### src/rtl/piradip_stream_to_lanes.sv
// piradip_stream_to_lanes
// Splits WIDTH-bit AXI-Stream words into LANES-bit output beats.
// Storage is one shift register (SR) that is being emitted plus one hold
// register (HR) that catches the next word, so consecutive words leave
// back-to-back with no idle beat between them. tlast marks the final slice
// of every word. align flushes everything without emitting a tlast.

module piradip_stream_to_lanes #(
    parameter int WIDTH     = 32,
    parameter int LANES     = 1,
    parameter bit MSB_FIRST = 1'b1
) (
    input  logic             clk,
    input  logic             rst,
    input  logic             align,
    input  logic [WIDTH-1:0] words_in_tdata,
    input  logic             words_in_tvalid,
    output logic             words_in_tready,
    output logic [LANES-1:0] bits_out_tdata,
    output logic             bits_out_tvalid,
    input  logic             bits_out_tready,
    output logic             bits_out_tlast,
    output logic             busy
);

    localparam int SLICES = WIDTH / LANES;
    localparam int CW     = (SLICES > 1) ? $clog2(SLICES) : 1;
    localparam logic [CW-1:0] LAST_CNT = CW'(SLICES - 1);

    generate
        if ((WIDTH % LANES) != 0) begin : g_bad_lanes
            $error("piradip_stream_to_lanes: WIDTH must be a multiple of LANES");
        end
    endgenerate

    logic [WIDTH-1:0] r_sr;
    logic             r_sr_valid;
    logic [CW-1:0]    r_cnt;
    logic [WIDTH-1:0] r_hr;
    logic             r_hr_valid;

    logic w_last;
    logic w_fire_out;
    logic w_fire_in;
    logic w_sr_free;

    // Move the next slice to the emitting end of the shift register.
    function automatic logic [WIDTH-1:0] advance(input logic [WIDTH-1:0] v);
        if (MSB_FIRST) begin
            advance = v << LANES;
        end else begin
            advance = v >> LANES;
        end
    endfunction

    // Input readiness depends only on the hold register being empty; a word
    // arriving during rst or align would be discarded, so refuse it.
    assign words_in_tready = ~r_hr_valid & ~rst & ~align;

    assign w_last     = r_sr_valid & (r_cnt == LAST_CNT);
    assign w_fire_out = r_sr_valid & bits_out_tready;
    assign w_fire_in  = words_in_tvalid & words_in_tready;
    // SR can take a new word when empty or when its final slice leaves now.
    assign w_sr_free  = ~r_sr_valid | (w_fire_out & w_last);

    assign bits_out_tvalid = r_sr_valid;
    assign bits_out_tlast  = w_last;
    assign busy            = r_sr_valid | r_hr_valid;

    generate
        if (MSB_FIRST) begin : g_msb
            assign bits_out_tdata = r_sr[WIDTH-1 -: LANES];
        end else begin : g_lsb
            assign bits_out_tdata = r_sr[LANES-1:0];
        end
    endgenerate

    // Shift/hold register update: reset and align clear, otherwise refill SR
    // from HR first, then straight from the input, and park extra words in HR.
    always_ff @(posedge clk) begin
        if (rst || align) begin
            r_sr       <= '0;
            r_sr_valid <= 1'b0;
            r_cnt      <= '0;
            r_hr       <= '0;
            r_hr_valid <= 1'b0;
        end else if (w_sr_free) begin
            r_cnt <= '0;
            if (r_hr_valid) begin
                r_sr       <= r_hr;
                r_sr_valid <= 1'b1;
                if (w_fire_in) begin
                    r_hr <= words_in_tdata;
                end else begin
                    r_hr_valid <= 1'b0;
                end
            end else if (w_fire_in) begin
                r_sr       <= words_in_tdata;
                r_sr_valid <= 1'b1;
            end else begin
                r_sr_valid <= 1'b0;
            end
        end else begin
            if (w_fire_out) begin
                r_sr  <= advance(r_sr);
                r_cnt <= r_cnt + CW'(1);
            end
            if (w_fire_in) begin
                r_hr       <= words_in_tdata;
                r_hr_valid <= 1'b1;
            end
        end
    end

endmodule

### config.mk
export PLATFORM = sky130hd
export DESIGN_NAME = piradip_stream_to_lanes
export DESIGN_NICKNAME = d
export VERILOG_FILES = /design/src/rtl/piradip_stream_to_lanes.sv
export SDC_FILE = /design/constraint.sdc
export NUM_CORES = 1
export LEC_CHECK = 0
export CORE_MARGIN = 2
export CORE_UTILIZATION = 61
export DETAILED_ROUTE_END_ITERATION = 8
export HOLD_SLACK_MARGIN = 0.02
export PLACE_DENSITY_LB_ADDON = 0.2
export SLEW_MARGIN = 20
export SYNTH_ARGS = -nofsm -noshare
export SYNTH_HDL_FRONTEND = slang
export SYNTH_SLANG_ARGS = --single-unit
### constraint.sdc
create_clock -name clk -period 3.54 [get_ports clk]
set_input_delay 0.708 -clock clk [delete_from_list [all_inputs] [get_ports clk]]
set_output_delay 0.708 -clock clk [all_outputs]
set_load 0.005 [all_outputs]
==> reports/metrics.cfg <==
[run_status]
status = finished, final reports clean

[clocking]
clk_path_buf_depth = 2
ctsHoldBuffers = 0
post_cts_resized = 0
path_clk_slew_ns = 0.07
cts_tree = done
ctsHtreeMaxLevel = 3
cts.sinks = 71
numCtsBuffers = 9
clock-root-buffer = clkbuf_8
cts_setup_buffers = 0
clock_latency_ns = 0.34

[timing]
finalHoldViolations = 0
grt_setup_unrepaired = no
layout_setup_ws_ns = 0.610
finalCritPeriodShare_pct = 82.8
setup_viol = 0
max_freq_mhz = 341
setup_tns_ns = 0
hold_slack_ns = 0.460
min_period_ns = 2.93
fin_skew_ns = 0.00771
tightest_slew_ns = 0.683
slew_headroom_pct = 54.4
maxSlewViolCount = 0

[yosys]
synth_area_um2 = 3800
syn_inst = 410
syn-num-nets = 449
ys_seq_area_share_pct = 37.4
synth_seq_cells = 71
avgSynthCellArea_um2 = 9.28
yosys.cell_types.count = 38
ys_warn_count = 0

[floorplanning]
rows = 28
die_w_um = 83.0
ios = 42
dieHeight_um = 83.0
start_util_pct = 63.5
dieArea_um2 = 6890
coreArea_um2 = 5990

[final_layout]
final_common_cell = dfxtp_1
drive_above_1_share_pct = 16.2
n_antenna_cell = 0
final_area_um2 = 4310
final_util_pct = 72.0
areaGrowthSynthToFinish_pct = 13.4
final_cell_mix = dfxtp_1 (71), clkdlybuf4s50_1 (41), a21oi_1 (36)
fin_nets = 466

[setup_path]
crit_path_max_incr_delay_ns = 0.51
cp_max_fo = 3
criticalPathCategory = input port to output port
cp_num_cells = 4
arrival_ns = 2.22
crit_top_cell = clkdlybuf4s50_1
crit_chain = clkdlybuf4s50_1, or2_2, nor2_1, clkdlybuf4s50_1
crit_end = words_in_tready
endpoint_kind = output port
rrSetupSlack_ns = 1.25
crit_family = buffers and inverters
reg2regPathDepth = 7
rr_startpoint = r_cnt[0]
crit_buf_inv = 2
cp_slowest_cell = clkdlybuf4s50_1
critPathLaunchType = input port
required_ns = 2.83
critPathLaunch = rst
worstReg2RegEnd = r_sr[12]

[route]
wire_per_inst_um = 16.8
antenna_left = 0
dr.pass1.iters = 4
vias = 3146
viasPerCell = 6.21
drc = 0
wirelength_um = 8520
dr.first_iter.drc_count = 220

[pwr]
vdd_drop_max_v = 0.000253
p_leak_uw = 0.00148
power.density_nw_per_um2 = 381

[placed_design]
gp_congestion = 0.705
portBuffers = 41
detailed_place.area_um2 = 4130
hpwl_um = 4910
dp_slack_ns = 0.617

[min_path]
hold_path.class = flop to flop

[flow_run]
max_cap_viol_count = 0

[grt]
track_usage_pct = 24.4
grt_start_max_net_pins = 65
grt_pass1_vias = 2983
antenna_found_initial = 0
grt_overflow = 0
grt_pass1_wl_um = 14000

Yosys cell counts:
cell type | number | area (µm²)
a21oi_1 | 36 | 180
buf_6 | 4 | 45.0
o21ai_0 | 34 | 170
ha_1 | 2 | 25.0
or2b_1 | 8 | 60.1
nand2_1 | 35 | 131
buf_2 | 13 | 65.1
nor2_2 | 1 | 6.26
o32ai_4 | 1 | 27.5
nor3b_4 | 1 | 18.8
inv_1 | 1 | 3.75
nand2b_1 | 27 | 169
dfxtp_1 | 71 | 1420
and3_1 | 1 | 6.26
a21boi_2 | 1 | 11.3
nor3_1 | 2 | 10.0
or2_2 | 2 | 12.5
nand3b_1 | 3 | 22.5
a32o_1 | 1 | 10.0
o221ai_1 | 21 | 184
buf_4 | 8 | 60.1
and2_1 | 1 | 6.26
buf_8 | 3 | 45.0
a21bo_2 | 1 | 10.0
mux2_2 | 27 | 304
nand3_1 | 33 | 165
nor2b_1 | 2 | 12.5
nor4bb_1 | 1 | 10.0
or4b_1 | 1 | 10.0
mux2_1 | 4 | 45.0
mux2i_1 | 31 | 310
buf_1 | 1 | 3.75
xor2_1 | 1 | 8.76
o221ai_2 | 10 | 150
a31oi_1 | 1 | 6.26
and2_0 | 1 | 6.26
clkbuf_1 | 15 | 56.3
nor2_1 | 4 | 15.0
worst min-delay path: stages, from the launching register on:
cell and delay, ns:
dfxtp_1 0.31, nand2_1 0.05, mux2i_1 0.05
report_power, final:
group          internal (µW)  leakage, µW  switching, µW
sequential               813     0.000574           9.92
clock                    290    0.0000873            309
combinational            108     0.000823            114
metal layers:
| layer | track usage [%] | part of all wire (%) |
|---|---|---|
| met4 | 9.54 | 1.5 |
| met3 | 3.78 | 4.0 |
| met5 | 0 | 0 |
| met1 | 31.0 | 45 |
| met2 | 41.6 | 50 |
metrics by stage:
stage / std cells / total power, µW
after floorplan: 410 / 990
after global placement: 491 / 1060
after detailed placement: 491 / 1060
after CTS: 507 / 1650
after global routing: 507 / 1710
final: 507 / 1640
logic make-up after synthesis:
family,count (synthesis),share of synthesized area (%)
AND/OR/NAND/NOR,123,17.4
AO/OA/AOI/OAI,106,19.7
flip-flops,71,37.4
multiplexers,62,17.3
buffers and inverters,45,7.33
adder cells (fa/ha/maj),2,0.658
XOR/XNOR,1,0.230
state kept, by name (all words and copies together) (netlist names):
name and count:
bits_out_tvalid 1, r_cnt 5, r_hr 32, r_hr_valid 1
r_sr 32
layout make-up:
| type | count | area, µm² |
|---|---|---|
| clock buffer | 11 | 151 |
| clock inverter | 5 | 32.5 |
| fill | 464 | 1680 |
| inverter | 1 | 3.75 |
| multi-input combinational | 294 | 2120 |
| sequential | 71 | 1420 |
| tap | 75 | 93.8 |
| timing repair buffer | 50 | 490 |
worst min-delay path by stage:
stage	from	to	slack (ns)	depth (start not counted)
floorplan	r_sr[9]	r_sr[9]	0.43	2
global placement	r_sr[26]	r_sr[26]	0.44	2
detailed placement	r_sr[11]	r_sr[11]	0.45	2
CTS	r_sr[17]	r_sr[17]	0.46	2
global route	r_sr[20]	r_sr[20]	0.48	2
finish	r_sr[15]	r_sr[15]	0.46	2
Power figures use the tool's default switching activity.
==> variant 1 (same settings) <==
Change the parameter `MSB_FIRST` from 1'b1 to 1'b0.
--- a/src/rtl/piradip_stream_to_lanes.sv
+++ b/src/rtl/piradip_stream_to_lanes.sv
@@ -8,7 +8,7 @@
 module piradip_stream_to_lanes #(
     parameter int WIDTH     = 32,
     parameter int LANES     = 1,
-    parameter bit MSB_FIRST = 1'b1
+    parameter bit MSB_FIRST = 1'b0
 ) (
     input  logic             clk,
     input  logic             rst,
Function: changed (Yosys sat finds a counterexample within 4 cycles, from zero or initial values).
==> variant 1 against the original RTL <==
Setup slack improved by 0.035 ns. Worst hold slack got worse by 0.0047 ns. Sequential share of layout area increased by 0.80 points. Critical path depth increased by 1. Total power increased by 0.38%. First-iteration DRC count decreased by 16%. Highest routed layer unchanged. Area after synthesis decreased by 3.4%. Cell count decreased by 0.20%. Sequential cell count unchanged. Register-to-register slack got worse by 0.11 ns. Critical path type is now reg -> out. Cell area decreased by 2.4%. Wire length decreased by 4.1%.
==> variant 1: results (changes against the original RTL) <==
\begin{tabular}{lr}
\hline
Metric & Value \\
\hline
\multicolumn{2}{l}{\textbf{Detailed routing}} \\
\quad Met3 routed WL & 324 µm (-3.9\%) \\
\quad Wire length per cell & 16.1 µm (-3.9\%) \\
\quad Metal-1 WL & 3620 µm (-4.9\%) \\
\multicolumn{2}{l}{\textbf{Synthesis}} \\
\quad Portion of the post-synthesis area used by sequential elements & 38.7\% (+1.3 points) \\
\quad Post-synthesis net count & 450 (+0.22\%) \\
\quad Top post-synthesis cells by area & sky130\_fd\_sc\_hd\_\_dfxtp\_1, sky130\_fd\_sc\_hd\_\_mux2\_2, sky130\_fd\_sc\_hd\_\_mux2i\_1, sky130\_fd\_sc\_hd\_\_o221ai\_1, sky130\_fd\_sc\_hd\_\_nand2b\_1 \\
\quad Unique cell type count in the Yosys netlist & 32 (-16\%) \\
\quad Xor/xnor share of the synthesized area & 0.238\% (+0.0081 points) \\
\quad Top post-synthesis cells by count & sky130\_fd\_sc\_hd\_\_dfxtp\_1, sky130\_fd\_sc\_hd\_\_a21oi\_1, sky130\_fd\_sc\_hd\_\_nand2\_1 \\
\quad Synthesized-area fraction occupied by ao, oa, aoi and oai cells & 18.8\% (-0.94 points) \\
\multicolumn{2}{l}{\textbf{Finish}} \\
\quad Post-Layout Cell Count & 506 (-0.20\%) \\
\quad Layout cell share with drive strength beyond 1 & 14.2\% (-2.1 points) \\
\quad Synthesis-to-finish area growth & 14.5\% \\
\multicolumn{2}{l}{\textbf{Global routing}} \\
\quad GRT Total Usage & 26.6\% (+2.2 points) \\
\multicolumn{2}{l}{\textbf{Power and ir drop}} \\
\quad Worst IR Drop VDD & 272 µV (+7.5\%) \\
\quad Switching part of the total & 25.1\% (-1.2 points) \\
\multicolumn{2}{l}{\textbf{Outcome}} \\
\quad Outcome & complete, no violations \\
\multicolumn{2}{l}{\textbf{Place}} \\
\quad Final GP Congestion & 0.728 (+3.3\%) \\
\quad Detailed placer's ending HPWL & 4690 µm (-4.5\%) \\
\multicolumn{2}{l}{\textbf{Setup path}} \\
\quad Worst Setup EP & bits\_out\_tlast \\
\quad Top fanout value on the critical path & 11 (+8) \\
\quad Crit path max-delay family & adder cells \\
\quad Flop-to-flop setup slack & 1.14 ns (-0.11 ns) \\
\quad Endpoint of the worst register-to-register path & r\_sr[8] \\
\quad Data arrival at the endpoint of the critical path & 2.19 ns (-0.03 ns) \\
\quad Launching element type of the critical path & flip-flop \\
\multicolumn{2}{l}{\textbf{Timing}} \\
\quad Shortest period the worst path allows & 2.90 ns (-0.0348 ns) \\
\quad Worst clock skew & 0.00891 ns (+0.00120 ns) \\
\multicolumn{2}{l}{\textbf{Min path}} \\
\quad Terminating pin of the worst hold path & r\_sr[22] \\
\hline
\end{tabular}
## variant 1: final cells by class
type | count | area (µm²)
Inverter | 2 | 7.51
Multi-Input combinational cell | 293 | 2030
Tap cell | 75 | 93.8
Timing Repair Buffer | 50 | 478
Fill cell | 472 | 1680
Clock buffer | 11 | 131
Sequential cell | 71 | 1420
Clock inverter | 4 | 47.5
## variant 1: per-layer routing
metal / up-vias / GRT usage [%]
met5: - / 0
met4: 0 / 10.8
met3: 20 / 5.82
met2: 74 / 47.0
met1: 1503 / 31.2
li1: 1514 / -
## variant 1: per-stage QoR
step,hold WS (ns),instance area (µm²)
global placement,0.440,4030
global route,0.480,4210
floorplan,0.433,3680
CTS,0.458,4210
detailed placement,0.448,4030
finish,0.456,4210
## variant 1: power by group through the flow
stage,registers [mW],clock network [mW],logic [mW]
2_1_floorplan,0.837,0,0.141
3_3_place_gp,0.840,0,0.206
3_5_place_dp,0.841,0,0.209
4_1_cts,0.822,0.629,0.210
5_1_grt,0.824,0.664,0.228
6_report,0.823,0.617,0.211
==> variant 2 (config.mk and constraints unchanged) <==
Without the edit above. `WIDTH`: 32 -> 16.
--- a/src/rtl/piradip_stream_to_lanes.sv
+++ b/src/rtl/piradip_stream_to_lanes.sv
@@ -6,7 +6,7 @@
 // of every word. align flushes everything without emitting a tlast.
 
 module piradip_stream_to_lanes #(
-    parameter int WIDTH     = 32,
+    parameter int WIDTH     = 16,
     parameter int LANES     = 1,
     parameter bit MSB_FIRST = 1'b1
 ) (
Ports: changed (resized words_in_tdata); port bits go from 42 to 26. No check against the original RTL was run, so the function may have changed too.
==> variant 2 against the original RTL <==
Setup slack gained 0.13 ns. Sequential cell count shrank 33. Cell area shrank 49%. Total power shrank 49%. Area after synthesis shrank 51%. Non-clock buffer count shrank 19. Wire length shrank 55%. Sequential share of layout area grew 2.0 points.
==> variant 2: results (changes against the original RTL) <==
\begin{tabular}{lr}
\hline
Metric & Value \\
\hline
\multicolumn{2}{l}{\textbf{CTS}} \\
\quad Clock transition time at the flip-flop clock pins of the worst setup and hold paths & 0.11 ns (+0.04 ns) \\
\quad Number of levels the H-tree was split into & 2 (-1) \\
\multicolumn{2}{l}{\textbf{Place}} \\
\quad Final GP Congestion & 0.799 (+13\%) \\
\quad I/O Buffers & 25 (-39\%) \\
\quad Worst-case setup slack after placement & 0.747 ns (+0.131 ns) \\
\quad Detailed placer's ending HPWL & 2540 µm (-48\%) \\
\multicolumn{2}{l}{\textbf{Setup path}} \\
\quad Data arrival at the endpoint of the critical path & 2.09 ns (-0.13 ns) \\
\quad Flop-to-flop setup slack & 1.40 ns (+0.15 ns) \\
\quad FF-to-FF Start & r\_hr\_valid \\
\quad Top fanout value on the critical path & 5 (+2) \\
\quad Endpoint of the worst register-to-register path & r\_sr[15] \\
\multicolumn{2}{l}{\textbf{Synthesis}} \\
\quad Top post-synthesis cells by count & sky130\_fd\_sc\_hd\_\_dfxtp\_1, sky130\_fd\_sc\_hd\_\_nand2\_1, sky130\_fd\_sc\_hd\_\_o21ai\_0 \\
\quad Synthesized area per cell & 8.57 µm² (-7.7\%) \\
\quad Portion of netlist area occupied by mux cells & 0.536\% (-17 points) \\
\quad Adder and majority cell fraction of the synthesized area & 0.670\% (+0.012 points) \\
\quad Unique cell type count in the Yosys netlist & 34 (-11\%) \\
\quad Portion of the post-synthesis area used by sequential elements & 40.7\% (+3.4 points) \\
\quad Synthesized-area fraction occupied by ao, oa, aoi and oai cells & 32.2\% (+12 points) \\
\quad Xor/xnor share of the synthesized area & 0.938\% (+0.71 points) \\
\multicolumn{2}{l}{\textbf{Power and ir drop}} \\
\quad Total leakage power & 0.731 nW (-51\%) \\
\multicolumn{2}{l}{\textbf{Min path}} \\
\quad Terminating pin of the worst hold path & r\_hr[3] \\
\multicolumn{2}{l}{\textbf{Detailed routing}} \\
\quad Total wirelength of the detailed-routed design & 3810 µm (-55\%) \\
\quad Number of DRC markers in iteration 0 & 97 (-56\%) \\
\quad Via Count & 1,622 (-48\%) \\
\multicolumn{2}{l}{\textbf{Outcome}} \\
\quad Outcome & complete, no violations \\
\multicolumn{2}{l}{\textbf{Timing}} \\
\quad Post-Route Hold Slack & 0.458 ns (-0.00282 ns) \\
\multicolumn{2}{l}{\textbf{Global routing}} \\
\quad GRT Total Usage & 24.5\% (+0.086 points) \\
\hline
\end{tabular}
[variant 2: changes by cell type after synthesis, sizes merged, moves of 5 or more]
cell,unedited run,this run
nand3,33,4
clkbuf,15,10
mux2i,31,1
o31ai,0,15
nand2b,27,2
mux2,31,0
or2b,8,0
dfxtp,71,38
o221ai,31,0
nor2b,2,16
o211ai,0,16
a21oi,36,3
buf,29,11
a211oi,0,15
[variant 2: tightest hold or removal path: stages, from the launching register on]
cell                      delay (ns)
sky130_fd_sc_hd__dfxtp_1        0.33
sky130_fd_sc_hd__nand2_1        0.05
sky130_fd_sc_hd__o21ai_1        0.05
[variant 2: power breakdown]
group          internal [mW]  switching, mW  total [mW]  leakage (nW)
clock                  0.146          0.148       0.295        0.0450
sequential             0.435        0.00587       0.441         0.307
combinational         0.0472         0.0528      0.0999         0.378
[variant 2: cell type report]
class | instances | area, µm²
Tap cell | 33 | 41.3
Inverter | 1 | 3.75
Clock buffer | 5 | 37.5
Sequential cell | 38 | 761
Clock inverter | 3 | 40.0
Fill cell | 234 | 800
Timing Repair Buffer | 31 | 295
Multi-Input combinational cell | 158 | 1000
[variant 2: how the worst max path moves through the flow]
stage / cells past startpoint / startpoint / slack [ns] / endpoint
after global routing: 4 / rst / 0.67 / words_in_tready
after global placement: 4 / rst / 0.78 / words_in_tready
final: 4 / rst / 0.74 / words_in_tready
after CTS: 4 / rst / 0.74 / words_in_tready
after floorplan: 7 / bits_out_tready / 1.65 / r_sr[14]
after detailed placement: 4 / rst / 0.75 / words_in_tready
[variant 2: layer usage]
metal | global-route usage [%] | part of all wire, %
met1 | 29.0 | 45
met2 | 39.9 | 48
met3 | 7.64 | 4.8
met4 | 12.0 | 2.3
met5 | 0 | 0
